[config.mk]
export PLATFORM = sky130hd
export DESIGN_NAME = ram_stream_reader
export DESIGN_NICKNAME = d
export VERILOG_FILES = /design/src/rtl/ram_stream_pkg.sv /design/src/rtl/stream_fifo2.sv /design/src/rtl/ram_stream_reader.sv
export SDC_FILE = /design/constraint.sdc
export NUM_CORES = 1
export LEC_CHECK = 0
export ABC_AREA = 1
export ABC_CLOCK_PERIOD_IN_PS = 2670
export CAP_MARGIN = 20
export CORE_MARGIN = 3
export CORE_UTILIZATION = 52
export CTS_BUF_LIST = sky130_fd_sc_hd__clkbuf_4
export DETAILED_ROUTE_END_ITERATION = 8
export PLACE_DENSITY = 0.79
export SETUP_SLACK_MARGIN = 0.02
export SLEW_MARGIN = 25
export SYNTH_ARGS = -nofsm -noshare
export SYNTH_HDL_FRONTEND = slang
export SYNTH_HIERARCHICAL = 1
export SYNTH_SLANG_ARGS = --single-unit
[constraint.sdc]
create_clock -name clk -period 2.67 [get_ports clk]
set_input_delay 0.267 -clock clk [delete_from_list [all_inputs] [get_ports clk]]
set_output_delay 0.267 -clock clk [all_outputs]
set_load 0.005 [all_outputs]
[src/rtl/ram_stream_pkg.sv]
// Shared types and constants for the pixel RAM stream reader.
package ram_stream_pkg;

    typedef enum logic [1:0] {
        IDLE   = 2'd0,
        STREAM = 2'd1,
        DONE   = 2'd2
    } state_t;

    localparam int FIFO_DEPTH = 2;

endpackage

[src/rtl/stream_fifo2.sv]
// Two-entry FIFO that absorbs RAM read latency; push and pop may coincide.
module stream_fifo2
    import ram_stream_pkg::*;
#(
    parameter int SIZE = 24
) (
    input  logic            clk,
    input  logic            rst,
    input  logic            push,
    input  logic [SIZE-1:0] push_data,
    input  logic            pop,
    output logic [SIZE-1:0] head,
    output logic [1:0]      count,
    output logic            not_empty
);

    logic [SIZE-1:0] entry_r [FIFO_DEPTH];
    logic            rd_ptr_r;
    logic            wr_ptr_r;
    logic [1:0]      count_r;
    logic            push_ok_s;
    logic            pop_ok_s;

    // Qualify requests so a full FIFO only accepts a push alongside a pop.
    always_comb begin
        push_ok_s = 1'b0;
        pop_ok_s  = 1'b0;
        if (push && ((count_r < 2'(FIFO_DEPTH)) || pop)) begin
            push_ok_s = 1'b1;
        end else begin
            push_ok_s = 1'b0;
        end
        if (pop && (count_r != 2'd0)) begin
            pop_ok_s = 1'b1;
        end else begin
            pop_ok_s = 1'b0;
        end
    end

    // Storage, pointers and occupancy.
    always_ff @(posedge clk) begin
        if (rst) begin
            entry_r  <= '{default: '0};
            rd_ptr_r <= 1'b0;
            wr_ptr_r <= 1'b0;
            count_r  <= 2'd0;
        end else begin
            if (push_ok_s) begin
                entry_r[wr_ptr_r] <= push_data;
                wr_ptr_r          <= ~wr_ptr_r;
            end
            if (pop_ok_s) begin
                rd_ptr_r <= ~rd_ptr_r;
            end
            count_r <= count_r + {1'b0, push_ok_s} - {1'b0, pop_ok_s};
        end
    end

    assign head      = entry_r[rd_ptr_r];
    assign count     = count_r;
    assign not_empty = (count_r != 2'd0);

endmodule

[src/rtl/ram_stream_reader.sv]
// Walks pixel RAM addresses 0..len-1 and streams each word out on valid/ready,
// hiding the one-cycle RAM read latency behind a two-entry FIFO.
module ram_stream_reader
    import ram_stream_pkg::*;
#(
    parameter int SIZE  = 24,
    parameter int DEPTH = 256,
    parameter int AW    = $clog2(DEPTH),
    parameter int LW    = $clog2(DEPTH + 1)
) (
    input  logic            clk,
    input  logic            rst,
    input  logic            start,
    input  logic [LW-1:0]   length,
    output logic [AW-1:0]   ram_address,
    input  logic [SIZE-1:0] ram_read_data,
    output logic [SIZE-1:0] out_data,
    output logic            out_valid,
    input  logic            out_ready,
    output logic            busy,
    output logic            done
);

    state_t        state_r;
    logic [LW-1:0] len_r;
    logic [LW-1:0] issued_r;
    logic [LW-1:0] accepted_r;
    logic          inflight_r;
    logic [LW-1:0] clamp_len_s;
    logic [LW-1:0] next_issued_s;
    logic [1:0]    fifo_count_s;
    logic          pop_s;
    logic          issue_s;

    assign pop_s         = out_valid & out_ready;
    assign next_issued_s = issued_r + LW'(1);

    // Clamp the requested length so the address never runs off the RAM.
    always_comb begin
        clamp_len_s = length;
        if (length > LW'(DEPTH)) begin
            clamp_len_s = LW'(DEPTH);
        end else begin
            clamp_len_s = length;
        end
    end

    // Issue a read only if the FIFO is guaranteed room when the data lands.
    always_comb begin
        issue_s = 1'b0;
        if ((state_r == STREAM) && (issued_r < len_r) &&
            (({1'b0, fifo_count_s} + {2'b00, inflight_r}) < (3'd2 + {2'b00, pop_s}))) begin
            issue_s = 1'b1;
        end else begin
            issue_s = 1'b0;
        end
    end

    // Pass control: counters, address generation and status outputs.
    always_ff @(posedge clk) begin
        if (rst) begin
            state_r     <= IDLE;
            len_r       <= '0;
            issued_r    <= '0;
            accepted_r  <= '0;
            inflight_r  <= 1'b0;
            ram_address <= '0;
            busy        <= 1'b0;
            done        <= 1'b0;
        end else begin
            case (state_r)
                IDLE: begin
                    inflight_r <= 1'b0;
                    done       <= 1'b0;
                    if (start) begin
                        len_r       <= clamp_len_s;
                        issued_r    <= '0;
                        accepted_r  <= '0;
                        ram_address <= '0;
                        if (clamp_len_s == '0) begin
                            state_r <= DONE;
                            done    <= 1'b1;
                        end else begin
                            state_r <= STREAM;
                            busy    <= 1'b1;
                        end
                    end
                end
                STREAM: begin
                    inflight_r <= issue_s;
                    if (issue_s) begin
                        issued_r <= next_issued_s;
                        // Hold on the last address rather than stepping past it.
                        if (next_issued_s < len_r) begin
                            ram_address <= ram_address + AW'(1);
                        end
                    end
                    if (pop_s) begin
                        accepted_r <= accepted_r + LW'(1);
                    end
                    if ((accepted_r + LW'(pop_s)) == len_r) begin
                        state_r <= DONE;
                        busy    <= 1'b0;
                        done    <= 1'b1;
                    end
                end
                DONE: begin
                    state_r     <= IDLE;
                    done        <= 1'b0;
                    busy        <= 1'b0;
                    inflight_r  <= 1'b0;
                    ram_address <= '0;
                end
                default: begin
                    state_r     <= IDLE;
                    done        <= 1'b0;
                    busy        <= 1'b0;
                    inflight_r  <= 1'b0;
                    ram_address <= '0;
                end
            endcase
        end
    end

    stream_fifo2 #(
        .SIZE (SIZE)
    ) u_fifo (
        .clk       (clk),
        .rst       (rst),
        .push      (inflight_r),
        .push_data (ram_read_data),
        .pop       (pop_s),
        .head      (out_data),
        .count     (fifo_count_s),
        .not_empty (out_valid)
    );

endmodule

# Word level (Yosys, flattened, before mapping)
# Index checks and enable logic that the tools add are counted.
# op_classes
add_sub_neg,8
magnitude_cmp,8
eq_ne,8
muxes,31
bitwise,6
reduce_logical,17
# ops
op,n
two-way mux 24 bit,4
bitwise mux 48 bit,1
two-way mux 9 bit,4
one-hot mux 9 bit (2 select lines),2
demux 24 bit (select 1 bit),1
two-way mux 8 bit,3
adder 9 x 1 -> 9 bit (second input constant),2
< comparator 9 bit,2
one-hot mux 8 bit (2 select lines),1
AND reduction 3 bit,4
adder 9 x 1 -> 9 bit,1
equality test 9 bit,1
greater-than comparator 9 bit (second input constant),1
zero test 9 bit,1
two-way mux 1 bit,9
adder 8 x 1 -> 8 bit (second input constant),1
inequality test 2 bit (second input constant),4
two-way mux 2 bit,3
logical AND 1 bit,5
>= comparator 2 bit (second input constant),2
inequality test 2 x 1 -> 1 bit (second input constant),2
NOT 1 -> 2 bit,2
one-hot mux 1 bit (2 select lines),2
one-hot mux 2 bit (2 select lines),1
15 further kinds,19
# totals
ff_bits,92
input_bits,37
output_inout_bits,35
word_cells,91

# Depth between registers and ports, before layout
# Gate-level depths: netlist of the first run.
# logic_depth
word_depth,8
mapped_depth,19
ltp_nobuf,19

# By module
# The synthesis of the first run kept the hierarchy.
# by_module_without_submodules
module,instances,cells_each,area_per_inst_um2,seq_area_each_um2
stream_fifo2,1,470,2899.0,1041.0
ram_stream_reader,1,405,2718.9,800.8

# Worst setup path after synthesis of the first run
# Ideal clock, no wire load.
# synth_timing
path_type,register to register
start,register issued_r[0]
end,register ram_address[2]
setup_time_ns,0.117
arrival_ns,2.357
required_time_ns,2.553
path_slack_ns,0.195
stages_incl_launch_ff,17
path_buffers,0
period_less_slack_ns,2.475
cell_sequence,dfxtp_1 ha_1 nand2_1 nor2_1 nand3_1 nand3b_1 xor2_1 inv_1 ha_1 nand2_1 nor2_1 o211ai_1 o2111ai_1 nand2_1 nand3_2 o21bai_1 a21oi_1
# synth_via
elab_chain_cells,6
elab_cells_between_ends,9
classes_between,add/sub: 1; order compare: 2; eq/ne: 2; mux: 1; reduce/logical: 3
# synth_lines
element,line,rtl
start: declaration,ram_stream_reader.sv:26,logic [LW-1:0] issued_r;
start signal: assignment,ram_stream_reader.sv:92,issued_r <= next_issued_s;
branches (longest 5 deep; another with adder 9 x 1 -> 9 bit),--,
AND reduction 3 bit (no line) *,--,
end signal: assignment,ram_stream_reader.sv:95,ram_address <= ram_address + AW'(1);
end: declaration,ram_stream_reader.sv:15,"output logic [AW-1:0] ram_address,"
# Mark *: on every way between the ends.
# A chain may end at the register's enable or synchronous reset.

# Worst setup path in the final report of the first run
# Same ends and word-level chain as after synthesis.

==> metrics.md, run 1 <==
| Metric | Value |
|---|---|
| Status | `finished clean` |
| Fin Setup TNS | `0 ns` |
| Critical Path Fanout Max | `8` |
| Worst reg-to-reg path cell count | `15` |
| Die height | `110 µm` |
| Hold slack final | `0.430 ns` |
| Crit start category | `flip-flop` |
| Post-synth top cells | `nand2_1, inv_1, dfxtp_1, nor2_1, nand4_1` |
| Clock Skews | `0.0218 ns` |
| First-pass GRT wire length | `21900 µm` |
| Worst Hold Depth | `3` |
| Largest net degree at the start of global routing | `52` |
| Max Used Layer | `met4` |
| Post-synth EDFFs | `0` |
| Synthesized area | `5620 µm²` |
| Post-synth top area cell | `dfxtp_1` |
| Cell Count Post-Placement | `1060` |
| Ys async rst share | `0%` |
| Met3 routed WL | `850 µm` |
| Crit. End Element | `flip-flop` |
| Mapped Cells | `875` |
| Met2 Wirelength | `6100 µm` |
| Worst-skew pair later-pin latency | `0.44 ns` |
| Core Rows | `37` |
| CTS H-tree lvls | `3` |
| DR vias/cell | `5.09` |
| GPL Wtd Cong | `0.921` |
| Routed wire per std cell | `12.3 µm` |
| Hold_buf cts | `0` |
| Fin crit share | `95.7%` |
| Post-DP HPWL | `9180 µm` |
| Slowest cell on the critical path | `dfxtp_4` |
| Area Growth Syn to Fin | `19.6%` |
| P per Cell Area | `462 nW/µm²` |
| Initial antenna violation count | `0` |
| Top Family by Delay on Critical Path | `compound AO/OA/AOI/OAI gates` |
| Cell with the most instances after synthesis | `nand2_1` |
| Critical path capture point | `ram_address[2]$_SDFFE_PP0P_` |
| I/O Pins | `72` |
| Buf+Inv Stages, Crit Path | `2` |
| Maxcap violations | `0` |
| Max stage delay on crit path | `0.41 ns` |
| Sequential element share of the synthesized area | `32.8%` |
| Layout cells sized above 1 | `9.03%` |
| Clk slew on worst S/H paths | `0.14 ns` |
| Antenna cells | `0` |
| Num CTS Buffers | `9` |
| CP Depth | `15` |
| Distinct cells, synth | `42` |
| Nets | `999` |
| Initial cell density of the core | `53.9%` |
| Critical path arrival | `2.90 ns` |
| Top-area cell type share of the netlist area | `32.8%` |
| Yosys reg bits | `92` |
| DRC viols | `0` |
| Tot GR Track Use | `22.1%` |
| Gr ovfl total | `0` |
| Clock buffer depth | `2` |
| Worst r2r dst | `ram_address[2]$_SDFFE_PP0P_` |
| # fillers | `944` |
| ANT nets after route | `0` |
| Root Driver | `clkbuf_4` |
| CTS tree | `yes` |
| Mapped Avg Cell Area | `6.42 µm²` |
| Endpoints failing setup | `0` |
| Worst R2R Setup Slack | `0.11 ns` |
| Die width | `110 µm` |
| Hold Path Class | `in2reg` |
| Pins Over Slew Limit | `0` |
| Worst-Margin Slew | `0.616 ns` |
| Final Hold Viols | `0` |
| Drt first pass iters | `6` |
| Crit path time final | `2.56 ns` |
| Core Util, Final | `64.5%` |
| CP Launch Point | `issued_r[0]$_SDFFE_PP0P_` |
| Initial drt markers | `330` |
| Tot Pwr | `3.10 mW` |
| CP cell instances | `ha_4 -> nand2_2 -> nor2_4 -> buf_4 -> xor2_1 -> inv_1 -> ha_1 -> a21oi_1 -> o21ai_0 -> nand2_1 -> o2111ai_1 -> nand2_1 -> nand3_4 -> o21bai_1 -> a21oi_1` |
| Die area | `12100 µm²` |
| Critical setup path kind | `reg2reg` |
| CTS Sinks | `92` |
| Via count | `5480` |
| Rel. slew slack | `58.9%` |
| Number of port buffers | `71` |
| Lkg Pwr | `3.02 nW` |
| Core Area | `10400 µm²` |
| Achievable Freq | `391 MHz` |
| Synth top area cells | `dfxtp_1, nand2_1, inv_1` |
| Final WL | `13200 µm` |
| Number of global-route vias before repair | `4956` |
| Yosys warns | `6` |
| Non-filler cells, final | `1077` |
| Met1 Wirelength | `6050 µm` |
| Dominant synthesized flop cell | `dfxtp_1` |
| Max rail drop VDD | `0.000299 V` |
| Reg2reg start | `issued_r[0]$_SDFFE_PP0P_` |
| WP data required | `3.01 ns` |
| Syn_nets | `937` |
## repair_timing
| action | in CTS | in global routing |
|---|---|---|
| setup buffers | 0 | 2 |
| hold endpoints to repair | 0 | 0 |
| resized for setup | 0 | 23 |
| setup endpoints to repair | 0 | 10 |
## how the worst min path moves through the flow
stage	slack [ns]	from	end
6_report	0.43	length[5]	len_r[5]$_SDFFE_PP0P_
3_3_place_gp	0.46	busy$_SDFFE_PP0P_	busy$_SDFFE_PP0P_
3_5_place_dp	0.47	busy$_SDFFE_PP0P_	busy$_SDFFE_PP0P_
4_1_cts	0.43	length[4]	len_r[4]$_SDFFE_PP0P_
2_1_floorplan	0.34	rst	u_fifo/wr_ptr_r$_SDFFE_PP0N_
5_1_grt	0.46	length[4]	len_r[4]$_SDFFE_PP0P_
## final cells by class
type                       count  area, µm²  area share [%]
clock buffer                  11       82.6            1.23
clock inverter                 4       98.8            1.47
inverter                     185        697            10.4
multi-input combinational    561       2960            44.1
sequential                    92       1850            27.6
tap                          136        170            2.53
timing repair buffer          88        855            12.7
## flip-flops by register name, summed over array words and instances (netlist names)
name / cells
u_fifo/rd_ptr_r: 1
issued_r: 9
len_r: 9
u_fifo/entry_r: 48
done: 1
accepted_r: 9
u_fifo/wr_ptr_r: 1
u_fifo/count: 2
ram_address: 8
busy: 1
state_r: 2
inflight_r: 1
## power by group
part | total (mW) | switching (mW) | internal (mW)
Sequential | 1.47 | 0.0371 | 1.43
Combinational | 0.679 | 0.394 | 0.285
Clock | 0.956 | 0.463 | 0.493
Total | 3.10 | 0.894 | 2.21
## layout by cell type, fill, tap and decap left out, types with 2 or more instances in the layout
| master | instances |
|---|---|
| clkdlybuf4s50_1 | 71 |
| ha_1 | 22 |
| ha_4 | 3 |
| nor3_1 | 2 |
| nand2_4 | 2 |
| or2_2 | 2 |
| a21oi_1 | 39 |
| nor2_2 | 15 |
| inv_2 | 7 |
| o22ai_1 | 9 |
| nand3_4 | 2 |
| nand2_1 | 216 |
| dfxtp_1 | 88 |
| buf_4 | 15 |
| o211ai_1 | 2 |
| nand2_2 | 6 |
| nor2_1 | 77 |
| xnor2_1 | 2 |
| o21ai_0 | 35 |
| o21ai_1 | 3 |
| nor2_4 | 2 |
| nand3_1 | 33 |
| o21bai_1 | 2 |
| nand3b_1 | 2 |
| nand3_2 | 3 |
| o21a_1 | 2 |
| clkbuf_4 | 11 |
| nand4_1 | 60 |
| dfxtp_4 | 3 |
| bufinv_16 | 3 |
| xor2_1 | 7 |
| inv_1 | 177 |
## stage by stage
step / cell area [µm²] / setup WS (ns)
after floorplan: 5620 / 0.195
after global placement: 6420 / 0.154
after detailed placement: 6420 / 0.0526
after CTS: 6600 / 0.0230
after global routing: 6720 / -0.0513
final: 6720 / 0.113
## metal layers
metal	track usage, %	up-vias
met5	0	-
met4	6.14	0
met3	4.05	20
met2	36.4	160
met1	29.5	2439
li1	-	2861
## cell families after synthesis
kind of cell | after synthesis | synth area share [%]
buffers and inverters | 222 | 16.1
xor gates and xnor gates | 10 | 1.56
adders and majority gates | 25 | 5.57
and+or+nand+nor | 428 | 34.5
DFF | 92 | 32.8
AOI/OAI and AO/OA | 98 | 9.51
## worst min-delay path, delay by kind of cell
family | cells | cell delay [ns]
buffers and inverters | 2 | 0.48
AO/OA/AOI/OAI | 1 | 0.07
No activity file was read; power rests on OpenSTA's default activity.
==> inputs of run 2 (changes only) <==
CORE_UTILIZATION = 60   (was 52)
DONT_BUFFER_PORTS = 1   (was unset)
SLEW_MARGIN = unset   (was 25)
==> run 2 against run 1 <==
Compared with the run above: flip-flop and latch count is the same; core utilization grew 2.7 points; power shrank 9.1%; critical path depth grew 1; wire length shrank 0.19%; critical endpoint is now ram_address[7]$_SDFFE_PP0P_; largest power group unchanged.
==> metrics.md, run 2 (synthesis gave the netlist of run 1 again) <==
| Metric | Value |
|---|---|
| Top Family by Delay on Critical Path | `simple AND/OR/NAND/NOR gates` |
| Crit path time final | `2.58 ns` |
| Initial cell density of the core | `63.2%` |
| Initial antenna violation count | `0` |
| ANT nets after route | `0` |
| Core Area | `8890 µm²` |
| Die height | `103 µm` |
| Drt first pass iters | `5` |
| Int Pwr | `1.91 mW` |
| Hold Path Class | `in2reg` |
| CTS Sinks | `92` |
| Rel. slew slack | `40.4%` |
| Tot Pwr | `2.82 mW` |
| Number of port buffers | `0` |
| Critical setup path kind | `reg2reg` |
| Sw Share | `32.4%` |
| Core Rows | `34` |
| Gr ovfl total | `0` |
| Crit start category | `flip-flop` |
| CTS H-tree lvls | `3` |
| Tot GR Track Use | `25.0%` |
| Achievable Freq | `388 MHz` |
| WP data required | `2.96 ns` |
| Num CTS Buffers | `9` |
| DRC viols | `0` |
| Sw power | `914 µW` |
| GPL Wtd Cong | `0.949` |
| Endpoints failing setup | `0` |
| Root Driver | `clkbuf_4` |
| Via count | `5329` |
| Buf+Inv Stages, Crit Path | `2` |
| Post-DP HPWL | `8950 µm` |
| # fillers | `787` |
| Clock buffer depth | `2` |
| Critical path arrival | `2.87 ns` |
| Pins Over Slew Limit | `0` |
| Die area | `10600 µm²` |
| Largest net degree at the start of global routing | `52` |
| Clk slew on worst S/H paths | `0.15 ns` |
| Area Growth Syn to Fin | `6.37%` |
| Routed wire per std cell | `13.5 µm` |
| Lkg Pwr | `2.72 nW` |
| Commonest cells after routing, fill and taps aside | `nand2_1, inv_1, dfxtp_1` |
| Hold slack final | `0.0548 ns` |
| Clock Skews | `0.0201 ns` |
| Number of global-route vias before repair | `4839` |
| Critical Path Fanout Max | `8` |
| Worst-skew pair later-pin latency | `0.45 ns` |
| Die width | `103 µm` |
| Status | `finished clean` |
| Sequential share of power | `52.0%` |
| Final Hold Viols | `0` |
| Commonest non-fill, non-tap cell in the layout | `nand2_1` |
| Fin crit share | `96.6%` |
| Combinational fraction of design power | `19.7%` |
| P per Cell Area | `472 nW/µm²` |
| Clk pwr share | `28.3%` |
| Layout cells sized above 1 | `9.40%` |
| CP cell instances | `ha_4 -> nand2_1 -> nor2_2 -> nand3_2 -> nand3b_1 -> xor2_1 -> inv_1 -> ha_4 -> nand2_2 -> nor2_4 -> o211ai_1 -> o2111ai_1 -> nand2_1 -> buf_6 -> nand4_1 -> a21oi_1` |
| Antenna cells | `0` |
| First-pass GRT wire length | `21500 µm` |
| Slowest cell on the critical path | `dfxtp_4` |
| Maxcap violations | `0` |
| Top reg by flops | `u_fifo/entry_r` |
| Initial drt markers | `298` |
| Final WL | `13200 µm` |
| Largest register FFs | `48` |
| Max rail drop VDD | `0.000254 V` |
| Nets | `930` |
| Worst-Margin Slew | `0.891 ns` |
| I/O Pins | `72` |
| Max stage delay on crit path | `0.40 ns` |
| DR vias/cell | `5.44` |
| Crit. End Element | `flip-flop` |
| CTS tree | `yes` |
run 2: power by group through the flow:
stage,Combinational (mW),Clock [mW],Sequential (mW)
6_report,0.555,0.797,1.47
2_1_floorplan,0.428,0,1.48
3_5_place_dp,0.507,0,1.50
4_1_cts,0.525,0.813,1.47
5_1_grt,0.628,0.872,1.47
3_3_place_gp,0.490,0,1.49
run 2: repair_timing:
item / in CTS / in global routing
gates resized for setup: 1 / 26
endpoints found under the hold margin: 30 / 0
setup endpoints to repair: 1 / 12
hold buffers: 9 / 0
pin swaps: 0 / 10
setup buffers: 0 / 1
run 2: through the flow:
stage | setup WS, ns | setup TNS, ns | instances | util, % | area [µm²]
2_1_floorplan | 0.195 | 0 | 875 | - | 5620
3_3_place_gp | 0.155 | 0 | 955 | 63.3 | 5630
3_5_place_dp | 0.0272 | 0 | 955 | 63.3 | 5630
4_1_cts | 0.0563 | 0 | 979 | 65.9 | 5860
5_1_grt | -0.0620 | -0.386 | 980 | 67.2 | 5980
6_report | 0.0896 | 0 | 980 | 67.2 | 5980
run 2: final cells by class:
| cell class | count | area (µm²) | share of cell area, % |
|---|---|---|---|
| multi-input cells | 561 | 2960 | 49.6 |
| flip-flops and latches | 92 | 1860 | 31.1 |
| inverters | 185 | 697 | 11.7 |
| repair buffers | 19 | 181 | 3.04 |
| well taps | 108 | 135 | 2.26 |
| clock inverters | 6 | 71.3 | 1.19 |
| clock buffers | 9 | 67.6 | 1.13 |
run 2: worst paths after layout:
kind	start	end	slack, ns	cells past startpoint
max	issued_r[0]$_SDFFE_PP0P_	ram_address[7]$_SDFFE_PP0P_	0.09	16
min	start	len_r[8]$_SDFFE_PP0P_	0.05	2
max reg2reg	issued_r[0]$_SDFFE_PP0P_	ram_address[7]$_SDFFE_PP0P_	0.09	16
min reg2reg	busy$_SDFFE_PP0P_	busy$_SDFFE_PP0P_	0.51	2
run 2: per-layer routing:
metal / track usage [%] / part of all wire, %
met4: 8.76 / 1.5
met1: 32.6 / 44
met3: 5.14 / 6.3
met2: 41.2 / 48
met5: 0 / 0
==> inputs of run 3 (changes only) <==
CORE_MARGIN = unset   (was 3)
==> run 3 against run 2 <==
Compared with the run above: the run now ends with hold timing left; power up 4.3%; combinational power up 4.9%; die area down 7.6%; sequential share of layout area down 0.78 points; worst setup slack worse by 0.012 ns.
==> metrics.md, run 3 (synthesis gave the netlist of run 1 again) <==
| Metric | Value |
|---|---|
| Int Pwr | `2.02 mW` |
| Worst Hold Depth | `1` |
| Area Growth Syn to Fin | `9.47%` |
| P per Cell Area | `478 nW/µm²` |
| Top reg by flops | `u_fifo/entry_r` |
| Final Hold Viols | `11` |
| Die height | `98.8 µm` |
| Nets | `944` |
| Max rail drop VDD | `0.000325 V` |
| CTS tree | `yes` |
| Worst reg-to-reg path cell count | `11` |
| Fin crit share | `97.1%` |
| Die area | `9750 µm²` |
| Rel. slew slack | `44.5%` |
| Pins Over Slew Limit | `0` |
| Sw Share | `31.2%` |
| Gr ovfl total | `0` |
| Hold_buf cts | `18` |
| Clock buffer depth | `2` |
| Antenna cells | `0` |
| Drt first pass iters | `5` |
| Critical setup path kind | `reg2reg` |
| Worst r2r dst | `issued_r[6]$_SDFFE_PP0P_` |
| Num CTS Buffers | `9` |
| Die width | `98.8 µm` |
| Cell Count Post-Placement | `954` |
| Clk pwr share | `30.4%` |
| Routed wire per std cell | `13.4 µm` |
| Clock Skews | `0.0195 ns` |
| Critical Path Fanout Max | `10` |
| Achievable Freq | `386 MHz` |
| Failing checks | `hold timing` |
| Hold Path Class | `in2reg` |
| Initial cell density of the core | `63.2%` |
| CTS Sinks | `92` |
| Worst R2R Setup Slack | `0.08 ns` |
| Layout cells sized above 1 | `10.9%` |
| Largest net degree at the start of global routing | `52` |
| First-pass GRT wire length | `21300 µm` |
| Crit path time final | `2.59 ns` |
| ANT nets after route | `0` |
| DR vias/cell | `5.44` |
| Final WL | `13300 µm` |
| Critical path arrival | `2.91 ns` |
| Status | `complete, but fails checks` |
| Maxcap violations | `0` |
| Crit. End Element | `flip-flop` |
| Reg2reg start | `len_r[2]$_SDFFE_PP0P_` |
| Initial drt markers | `262` |
| Post-DP Area | `5610 µm²` |
| Tot GR Track Use | `26.5%` |
| WHS Endpoint | `ram_address[5]$_SDFFE_PP0P_` |
| Via count | `5408` |
| RSZ-0062 raised after global routing | `yes` |
| Crit start category | `flip-flop` |
| I/O Pins | `72` |
| GPL Wtd Cong | `0.916` |
| Clk slew on worst S/H paths | `0.15 ns` |
| Sequential share of power | `49.8%` |
| Initial antenna violation count | `0` |
| DRC viols | `0` |
| Post-DP HPWL | `8680 µm` |
| Sw power | `917 µW` |
| Core Area | `8890 µm²` |
| Hold slack final | `-0.117 ns` |
| Number of port buffers | `0` |
| Core Rows | `34` |
| Combinational fraction of design power | `19.8%` |
| CTS H-tree lvls | `3` |
| Worst-Margin Slew | `0.832 ns` |
| Largest register FFs | `48` |
| Root Driver | `clkbuf_4` |
| Worst hold start | `rst` |
| Worst-skew pair later-pin latency | `0.44 ns` |
| Endpoints failing setup | `0` |
| Lkg Pwr | `2.85 nW` |
| Commonest non-fill, non-tap cell in the layout | `nand2_1` |
| CP Launch Point | `len_r[2]$_SDFFE_PP0P_` |
| Commonest cells after routing, fill and taps aside | `nand2_1, inv_1, dfxtp_1` |
| Non-filler cells, final | `994` |
| WP data required | `2.99 ns` |
| Fin area | `6150 µm²` |
| Number of global-route vias before repair | `4899` |
[run 3: cell count changes in the layout (fill, tap and decap cells not counted), moves of 2 or more]
cell           previous run  this run
nand2_4                   1         4
nand2_1                 217       215
inv_2                     8        10
dlygate4sd3_1             9        18
buf_4                     8        13
inv_1                   176       174
dfxtp_2                   2         7
dfxtp_1                  86        81
[run 3: area by class of cell]
cell class | count | area, µm²
multi-input cells | 561 | 2990
repair buffers | 33 | 300
fillers | 710 | 2740
flip-flops and latches | 92 | 1870
well taps | 108 | 135
clock inverters | 6 | 96.3
clock buffers | 9 | 67.6
inverters | 185 | 697
[run 3: timing repair]
action | CTS | global route
buffers inserted | 0 | 7
resized for setup | 1 | 39
pin swaps | 0 | 16
hold endpoints to repair | 29 | 11
endpoints found under the setup margin | 8 | 21
[run 3: worst max-delay path, cell delays in order (launching register included)]
cell and delay (ns):
dfxtp_2 0.35, inv_1 0.08, ha_1 0.33, a21oi_1 0.15, o21ai_0 0.10, nand2_1 0.07, nand3_1 0.10, or3_4 0.43
buf_6 0.16, nand3_1 0.07, a21oi_1 0.07, dlygate4sd3_1 0.58
[run 3: power by group through the flow]
stage	clock network (mW)	logic, mW	registers (mW)
2_1_floorplan	0	0.428	1.48
3_3_place_gp	0	0.493	1.49
3_5_place_dp	0	0.507	1.49
4_1_cts	0.902	0.524	1.46
5_1_grt	0.952	0.648	1.47
6_report	0.893	0.582	1.47
[run 3: through the flow]
step	setup TNS, ns	setup slack (ns)	util (%)	total power [mW]	hold WS, ns
6_report	0	0.0775	69.2	2.94	-0.117
5_1_grt	-0.0309	-0.0122	69.2	3.07	-0.141
4_1_cts	0	0.0205	67.0	2.89	-0.131
3_5_place_dp	-0.0357	-0.0176	63.1	2.00	0.339
3_3_place_gp	0	0.157	63.1	1.98	0.336
2_1_floorplan	0	0.195	-	1.91	0.336
[run 3: worst max-delay path by stage]
stage	to	slack, ns	cells past startpoint
5_1_grt	ram_address[2]$_SDFFE_PP0P_	-0.01	16
4_1_cts	ram_address[5]$_SDFFE_PP0P_	0.02	16
3_5_place_dp	ram_address[5]$_SDFFE_PP0P_	-0.02	16
2_1_floorplan	ram_address[2]$_SDFFE_PP0P_	0.20	16
6_report	issued_r[6]$_SDFFE_PP0P_	0.08	11
3_3_place_gp	ram_address[0]$_SDFFE_PP0P_	0.16	16
[run 3: layer usage]
metal / vias to the layer above / track usage, % / part of all wire, %
li1: 2745 / - / -
met2: 164 / 45.4 / 48
met3: 31 / 3.05 / 5.0
met1: 2468 / 34.4 / 45
met5: - / 0 / 0
met4: 0 / 9.87 / 2.1
